[src/rtl/if_id_pkg.sv]
// Shared definitions for the IF/ID stall responder: FSM encoding, per-cycle
// action encoding and the fixed pipeline constants.
package if_id_pkg;

  // FSM encoding; the numeric values are visible on the fsm_state debug port.
  typedef enum logic [1:0] {
    ST_RUN   = 2'd0,
    ST_STALL = 2'd1,
    ST_FLUSH = 2'd2
  } state_t;

  // Exactly one action is taken per cycle, chosen by fixed priority.
  typedef enum logic [1:0] {
    ACT_ADVANCE = 2'd0,
    ACT_STALL   = 2'd1,
    ACT_ERROR   = 2'd2,
    ACT_FLUSH   = 2'd3
  } action_t;

  // Bubble instruction: addi x0,x0,0.
  localparam logic [31:0] NOP_INSTR_DEFAULT = 32'h0000_0013;

  // Sequential fetch step in bytes.
  localparam int unsigned PC_INC = 4;

  // Resolve the action for this cycle: FLUSH > ERROR > STALL > ADVANCE.
  function automatic action_t decode_action(input logic branch_taken,
                                            input logic pc_write,
                                            input logic if_id_write);
    if (branch_taken) begin
      return ACT_FLUSH;
    end else if (pc_write && !if_id_write) begin
      return ACT_ERROR;
    end else if (!pc_write) begin
      return ACT_STALL;
    end else begin
      return ACT_ADVANCE;
    end
  endfunction

endpackage

[src/rtl/if_id_stall_responder_sat_counter.sv]
// Saturating up-counter with enable and asynchronous active-low clear.
// Holds at all-ones instead of wrapping.
module sat_counter #(
  parameter int W = 16
) (
  input  logic         clk,
  input  logic         rst_n,
  input  logic         en,
  output logic [W-1:0] count
);

  // Count enabled cycles, stick at the maximum value.
  always_ff @(posedge clk or negedge rst_n) begin
    if (!rst_n) begin
      count <= '0;
    end else if (en && (count != {W{1'b1}})) begin
      count <= count + W'(1);
    end
  end

endmodule

[src/rtl/if_id_stall_responder.sv]
// Consumer end of the load-use hazard interface. Owns the PC and the IF/ID
// pipeline register, obeys the hazard unit's write enables and bubble select,
// applies EX-stage branch flushes, and keeps stall/flush statistics plus two
// sticky health flags (illegal handshake, over-long stall).
//
// Hazard handshake semantics (sampled every rising edge, acted on next cycle):
//   PC_Write=1, IF_ID_REG_Write=1 : normal fetch advance.
//   PC_Write=0                    : PC frozen; IF/ID frozen only when
//                                   IF_ID_REG_Write=0, otherwise reloaded.
//   PC_Write=1, IF_ID_REG_Write=0 : illegal (would drop an instruction);
//                                   treated as a full hold and flagged.
//   branch_taken=1                : overrides all of the above.
// control_MUX_select is registered into ID_EXE_bubble on every non-flush
// cycle; a flush always forces the bubble.
module if_id_stall_responder
  import if_id_pkg::*;
#(
  parameter int unsigned        XLEN      = 32,
  parameter int unsigned        ILEN      = 32,
  parameter logic [XLEN-1:0]    RESET_PC  = '0,
  parameter logic [ILEN-1:0]    NOP_INSTR = ILEN'(NOP_INSTR_DEFAULT),
  parameter int unsigned        MAX_STALL = 4,
  parameter int unsigned        CNT_W     = 16
) (
  input  logic             clk,
  input  logic             rst_n,
  input  logic             PC_Write,
  input  logic             IF_ID_REG_Write,
  input  logic             control_MUX_select,
  input  logic             branch_taken,
  input  logic [XLEN-1:0]  branch_target,
  input  logic [ILEN-1:0]  imem_instr,
  output logic [XLEN-1:0]  imem_addr,
  output logic [XLEN-1:0]  IF_ID_pc,
  output logic [ILEN-1:0]  IF_ID_instr,
  output logic             IF_ID_valid,
  output logic             ID_EXE_bubble,
  output logic [1:0]       fsm_state,
  output logic [CNT_W-1:0] stall_count,
  output logic [CNT_W-1:0] flush_count,
  output logic             protocol_err,
  output logic             stall_timeout
);

  // Run counter only needs to reach MAX_STALL+1; it holds there afterwards.
  localparam int unsigned RUN_W = $clog2(MAX_STALL + 2);
  localparam logic [RUN_W-1:0] RUN_LIMIT = RUN_W'(MAX_STALL + 1);

  logic [XLEN-1:0]  pc;
  logic [XLEN-1:0]  target_aligned;
  logic [RUN_W-1:0] stall_run;
  logic [RUN_W-1:0] stall_run_next;
  state_t           state;
  action_t          action;

  assign imem_addr = pc;
  assign fsm_state = state;

  // Branch targets are forced to a word boundary.
  assign target_aligned = branch_target & ~XLEN'(3);

  // Pick the single action for this cycle and the next stall run length.
  always_comb begin
    action         = decode_action(branch_taken, PC_Write, IF_ID_REG_Write);
    stall_run_next = '0;
    if (action == ACT_STALL) begin
      stall_run_next = (stall_run == RUN_LIMIT) ? stall_run : stall_run + RUN_W'(1);
    end
  end

  // PC, IF/ID register, bubble request, FSM state and sticky flags.
  always_ff @(posedge clk or negedge rst_n) begin
    if (!rst_n) begin
      pc            <= RESET_PC;
      IF_ID_pc      <= '0;
      IF_ID_instr   <= NOP_INSTR;
      IF_ID_valid   <= 1'b0;
      ID_EXE_bubble <= 1'b0;
      state         <= ST_RUN;
      stall_run     <= '0;
      protocol_err  <= 1'b0;
      stall_timeout <= 1'b0;
    end else begin
      stall_run <= stall_run_next;
      if (stall_run_next == RUN_LIMIT) begin
        stall_timeout <= 1'b1;
      end
      unique case (action)
        ACT_FLUSH: begin
          pc            <= target_aligned;
          IF_ID_instr   <= NOP_INSTR;
          IF_ID_valid   <= 1'b0;
          ID_EXE_bubble <= 1'b1;
          state         <= ST_FLUSH;
        end
        ACT_ERROR: begin
          protocol_err  <= 1'b1;
          ID_EXE_bubble <= control_MUX_select;
          state         <= ST_STALL;
        end
        ACT_STALL: begin
          if (IF_ID_REG_Write) begin
            IF_ID_pc    <= pc;
            IF_ID_instr <= imem_instr;
            IF_ID_valid <= 1'b1;
          end
          ID_EXE_bubble <= control_MUX_select;
          state         <= ST_STALL;
        end
        default: begin
          IF_ID_pc      <= pc;
          IF_ID_instr   <= imem_instr;
          IF_ID_valid   <= 1'b1;
          pc            <= pc + XLEN'(PC_INC);
          ID_EXE_bubble <= control_MUX_select;
          state         <= ST_RUN;
        end
      endcase
    end
  end

  // Saturating count of stall cycles (ERROR holds are not counted).
  sat_counter #(.W(CNT_W)) u_stall_cnt (
    .clk   (clk),
    .rst_n (rst_n),
    .en    (action == ACT_STALL),
    .count (stall_count)
  );

  // Saturating count of branch flushes.
  sat_counter #(.W(CNT_W)) u_flush_cnt (
    .clk   (clk),
    .rst_n (rst_n),
    .en    (action == ACT_FLUSH),
    .count (flush_count)
  );

endmodule

[config.mk]
export PLATFORM = sky130hd
export DESIGN_NAME = if_id_stall_responder
export DESIGN_NICKNAME = d
export VERILOG_FILES = /design/src/rtl/if_id_pkg.sv /design/src/rtl/if_id_stall_responder_sat_counter.sv /design/src/rtl/if_id_stall_responder.sv
export SDC_FILE = /design/constraint.sdc
export NUM_CORES = 1
export LEC_CHECK = 0
export CAP_MARGIN = 10
export CORE_UTILIZATION = 35
export DETAILED_ROUTE_END_ITERATION = 7
export SLEW_MARGIN = 20
export SYNTH_ARGS = -nofsm -noshare
export SYNTH_HDL_FRONTEND = slang
export SYNTH_SLANG_ARGS = --single-unit
[constraint.sdc]
create_clock -name clk -period 6.4 [get_ports clk]
set_clock_uncertainty 0.2 [all_clocks]
set_input_delay 1.28 -clock clk [delete_from_list [all_inputs] [get_ports clk]]
set_output_delay 1.28 -clock clk [all_outputs]
set_load 0.01 [all_outputs]
Word level (Yosys, flattened, before mapping)
Cells that the tools add are included.
{"block": "op_classes", "n_reduce_logical": 8, "addsub": 4, "bitwise": 2, "mux": 14, "eq_ne": 8}
{"operator": "32-bit case mux with 2 select lines", "n": 2}
{"operator": "32-bit case mux with 3 select lines", "n": 1}
{"operator": "32-bit 2-to-1 mux", "n": 2}
{"operator": "16-bit by 1-bit adder with 16-bit output, second input constant", "n": 2}
{"operator": "32-bit by 3-bit adder with 32-bit output, second input constant", "n": 1}
{"operator": "16-bit != test, second input constant", "n": 2}
{"operator": "3-bit equality test, second input constant", "n": 2}
{"operator": "3-bit 2-to-1 mux", "n": 2}
{"operator": "2-bit equality test, second input constant", "n": 2}
{"operator": "2-bit 2-to-1 mux", "n": 2}
{"operator": "2-bit case mux with 2 select lines", "n": 1}
{"operator": "2-bit AND reduction", "n": 2}
{"operator": "2-bit OR reduction", "n": 2}
{"operator": "3-bit by 1-bit adder with 3-bit output, second input constant", "n": 1}
{"operator": "1-bit logical AND", "n": 3}
{"operator": "1-bit 2-to-1 mux", "n": 3}
{"operator": "1-bit case mux with 3 select lines", "n": 1}
{"operator": "2-bit by 1-bit equality test with 1-bit output, second input constant", "n": 1}
{"operator": "2-bit != test, second input constant", "n": 1}
{"operator": "1-bit NOT", "n": 2}
{"operator": "1-bit zero test", "n": 1}
{"block": "totals", "wordCells": 47, "input_bits": 70, "ff_bits": 137, "output_inout_bits": 134}

Longest topological paths before layout
{"block": "depth", "depth_word": 8, "depth_mapped": 12, "depth_no_buf": 7}

Hierarchy
Synthesis repeated with hierarchy kept, for this count alone.
{"block": "hier_totals", "cells_unflattened": 554, "hier_area_um2": 6288.5}
{"mod": "if_id_stall_responder", "area_each_um2": 4569.4, "cells_each": 410, "n_inst": 1, "seq_area_each_um2": 2531.2}
{"mod": "sat_counter", "area_each_um2": 859.6, "cells_each": 72, "n_inst": 2, "seq_area_each_um2": 400.4}

Least setup slack after synthesis
Ideal clock, no wire load.
{"block": "synth_timing", "path_type": "input to register", "start": "in branch_taken", "end": "reg u_flush_cnt.count[13]", "required_ns": 6.073, "setup_ns": 0.127, "t_arrival_ns": 3.326, "path_buffers": 4, "setup_slack_ns": 2.747, "path_stages": 11, "path_cell_list": "buf_6 nand2b_1 clkbuf_1 clkbuf_1 and2_1 ha_1 clkbuf_1 o41ai_2 nor4_1 nand3_1 xnor2_1"}
{"block": "synth_via", "elab_chain_cells": 3}
{"item": "start, declared", "line": "if_id_stall_responder.sv:30", "text": "input logic branch_taken,"}
{"item": "2-bit 2-to-1 mux", "line": "if_id_pkg.sv:30", "text": "if (branch_taken) begin"}
{"item": "2-bit equality test", "line": "if_id_stall_responder.sv:134", "text": ".en (action == ACT_FLUSH),"}
{"item": "1-bit logical AND", "line": "if_id_stall_responder_sat_counter.sv:16", "text": "end else if (en && (count != {W{1'b1}})) begin"}
{"item": "end signal, assigned", "line": "if_id_stall_responder_sat_counter.sv:17", "text": "count <= count + W'(1);"}
{"item": "end, declared", "line": "if_id_stall_responder_sat_counter.sv:9", "text": "output logic [W-1:0] count"}
No other way between the ends.
A chain may end at the register's enable or synchronous reset.

Worst setup path after layout
{"block": "layout_timing", "start": "in branch_taken", "end": "reg pc[29], in the netlist imem_addr[29]"}
{"block": "layout_via", "elab_chain_cells": 4, "word_cells_on_any_way": 6, "classes_between": "eq/ne: 3; mux: 2; reduce/logical: 1"}
{"item": "2-bit 2-to-1 mux (*)", "line": "if_id_pkg.sv:30"}
{"item": "2-bit equality test / 2-bit by 1-bit equality test with 1-bit output (equally long branches)", "line": "if_id_stall_responder.sv:88", "text": "unique case (action)"}
{"item": "2-bit OR reduction (no source line)"}
{"item": "32-bit case mux with 2 select lines", "line": "if_id_stall_responder.sv:88"}
{"item": "end signal, assigned", "line": "if_id_stall_responder.sv:90", "text": "pc <= target_aligned;"}
{"item": "end signal, assigned", "line": "if_id_stall_responder.sv:114", "text": "pc <= pc + XLEN'(PC_INC);"}
{"item": "end, declared", "line": "if_id_stall_responder.sv:49", "text": "logic [XLEN-1:0] pc;"}
Every way passes the cells marked *; elsewhere a longest branch is shown, timed or not.

==> results.py <==
metrics = {
    "critical_path": {
        "path_max_fanout": 33,
        "arrival_ns": 4.52,
        "worst_r2r_path_depth": 6,
        "path_class": "input port to flip-flop",
        "crit_buf_inv": 3,
        "r2r_end": "imem_addr[20]",
        "critPathTopFamily": "buffers and inverters",
        "start_kind": "input port",
        "worst_setup_path_end_kind": "flip-flop",
        "r2r_start": "imem_addr[2]",
        "required_ns": 6.48,
        "cpMostUsedCell": "buf_4",
        "crit_chain": "clkdlybuf4s50_1 -> nand2b_2 -> buf_4 -> and2_1 -> ha_1 -> buf_4 -> nand2_1 -> o22ai_1 -> a211oi_1",
        "cpPeakStageDelay_ns": 0.63,
        "rrSetupSlack_ns": 3.86,
        "crit_slowest_cell": "clkdlybuf4s50_1",
    },
    "yosys": {
        "syn_area_per_cell_um2": 10.1,
        "synthTopCellsByArea": "dfrtp_1, mux2_2, nand2_1",
        "netlist.area_leader.share": 0.512,
        "synth_cell_types": 53,
        "synth-edff-count": 0,
        "ys_ff_latch": 133,
        "synthCells": 628,
        "yosys_warnings": 0,
        "yosysTopAreaCell": "dfrtp_1",
        "ys.flop_type": "dfrtp_1",
        "ys_seq_area_frac": 0.525,
        "async_flop_share": 1.00,
        "netlist_area_um2": 6350,
    },
    "timing": {
        "worst_slew_pin_slew_ns": 0.943,
        "setup_tns_ns": 0,
        "rsz0062_at_grt": "no",
        "final.setup.worst_slack_ns": 1.97,
        "max_freq_ghz": 0.225,
        "finalCritPeriodShare": 0.693,
        "slew_headroom": 0.371,
        "slew_viol_final": 0,
        "setup_viol": 0,
        "fin_crit_ns": 4.43,
        "hold_viol": 0,
    },
    "die": {
        "fp-row-count": 48,
        "die_y_um": 137,
        "io_pins": 204,
        "start_util": 0.362,
        "core_area_um2": 17500,
        "die_area_um2": 18700,
        "fp.dieW_um": 137,
    },
    "cells_and_area": {
        "mostFrequentLayoutCells": "clkdlybuf4s50_1, dfrtp_1, nand2_1, o21ai_0, mux2_2",
        "fin_cells": 1051,
        "final_common_cell": "clkdlybuf4s50_1",
        "drive_above_1_share": 0.110,
        "area_delta_synth_final_pct": 44.2,
        "antennaDiodeCount": 0,
        "nFillCells": 1598,
        "final_net_count": 890,
    },
    "global_routing": {
        "grt_pass1_wl_mm": 27.3,
        "grt_antenna_before_repair": 0,
        "grt_max_degree": 90,
        "overflow": 0,
        "grt_pass1_vias": 5317,
        "grt.total_usage": 0.189,
    },
    "flow_run": {
        "cap_violations": 0,
    },
    "detailed_routing": {
        "via_per_inst": 5.10,
        "met2_length_mm": 8.45,
        "wl_per_cell_um": 16.4,
        "vias": 5364,
        "first_pass_iters": 5,
        "final_antenna_net_count": 0,
        "finalWirelength_mm": 17.3,
        "wl_met1_mm": 7.75,
        "drc_errors": 0,
        "drt-initial-drc-count": 327,
        "top_layer_used": "met4",
        "dr_wl_met3_um": 855,
    },
    "worst_hold_path": {
        "hold_end": "IF_ID_instr[1]",
        "min_path_type": "flip-flop to flip-flop",
        "min_from": "IF_ID_instr[1]",
        "hold-path-cell-count": 2,
    },
    "clock_network": {
        "cts_hold_buf": 0,
        "clock_latency_ns": 0.41,
        "clk_pin_slew_worst_paths_ns": 0.06,
        "htree_num_levels": 4,
        "clk_path_buf_depth": 2,
        "clock-root-buffer": "clkbuf_16",
        "cts_made_buffers": 17,
        "clock-sinks": 133,
        "cts_resized": 0,
        "cts_tree": "done",
        "cts_setup_buffers": 0,
    },
    "power_and_ir_drop": {
        "leakagePower_nw": 3.77,
        "ir_drop_mv": 0.186,
        "powerDensity_nw_per_um2": 342,
    },
    "place": {
        "portBuffers": 197,
        "place.gp.congestion": 0.804,
        "dp_hpwl_mm": 12.0,
        "dpl_worst_slack_ns": 1.51,
        "dp_cells": 1019,
    },
    "outcome": {
        "status": "completed",
    },
}
-- state kept, by name (all words and copies together), names as in the netlist --
register / cells
ID_EXE_bubble: 1
imem_addr: 30
fsm_state: 2
IF_ID_instr: 32
stall_run: 3
IF_ID_pc: 30
u_flush_cnt.count: 16
stall_timeout: 1
IF_ID_valid: 1
u_stall_cnt.count: 16
protocol_err: 1
-- worst max path at each step --
stage / start / slack, ns / to / cells after the start
after global placement: branch_taken / 1.56 / imem_addr[28] / 9
after CTS: branch_taken / 1.96 / imem_addr[29] / 9
final: branch_taken / 1.97 / imem_addr[29] / 9
after detailed placement: branch_taken / 1.51 / imem_addr[29] / 9
after global routing: branch_taken / 1.72 / imem_addr[6] / 9
after floorplan: branch_taken / 2.75 / u_flush_cnt.count[13] / 11
-- cells by family after synthesis --
| group | after synthesis | share of synthesized area |
|---|---|---|
| adder cells (fa/ha/maj) | 7 | 0.0138 |
| flip-flops | 133 | 0.525 |
| multiplexers | 45 | 0.0776 |
| buffers and inverters | 48 | 0.0337 |
| other | 1 | 0.000590 |
| AND/OR/NAND/NOR | 258 | 0.210 |
| AO/OA/AOI/OAI | 109 | 0.103 |
| XOR/XNOR | 27 | 0.0372 |
-- cell usage after synthesis, types with 2 or more instances --
master	n
dfrtp_1	130
o311ai_0	2
nor2_1	29
mux2_2	34
a22oi_1	6
nor4_1	8
nor2b_1	2
nand4_1	18
mux2i_1	11
o21ai_0	46
o22ai_1	20
o21a_1	4
clkbuf_1	31
and3_1	14
a21oi_1	18
nand2b_1	33
nand3_1	31
xnor2_1	20
ha_1	7
xor2_1	7
buf_4	4
o221ai_1	2
or4_1	2
and4_1	3
buf_6	2
dfstp_2	3
and2_1	4
a31oi_1	3
or2_2	4
inv_1	8
buf_2	3
nand2_1	81
nor3_1	18
-- power breakdown --
part           internal, mW  total [mW]  switching [mW]
clock network         0.734        1.11           0.381
logic                 0.471       0.808           0.338
registers              1.01        1.21           0.203
total                  2.21        3.13           0.922
-- layer usage --
metal / global-route usage / vias to the layer above
met5: 0 / -
met4: 0.0630 / 0
met1: 0.245 / 2605
li1: - / 2601
met3: 0.0370 / 16
met2: 0.314 / 142
-- per-stage QoR --
step	total power, mW	utilization	instance area, um2	hold WS [ns]
global placement	2.01	0.484	8480	0.242
global route	3.30	0.522	9160	0.279
CTS	3.17	0.522	9160	0.265
floorplan	1.54	-	6360	0.260
detailed placement	2.04	0.484	8480	0.248
finish	3.13	0.522	9160	0.261
-- final cells by class --
class	count	area, um2	share of cell area
repair buffers	203	2020	0.220
flip-flops and latches	133	3330	0.364
clock buffers	17	425	0.0464
inverters	8	30.0	0.00328
well taps	225	282	0.0307
multi-input cells	450	2820	0.308
clock inverters	15	249	0.0272
-- tightest hold or removal path, stage by stage, from the launching register on --
cell and delay [ns]:
dfstp_2 0.37, nand2_1 0.05, nand2_1 0.05
(Power assumes the default switching activity.)
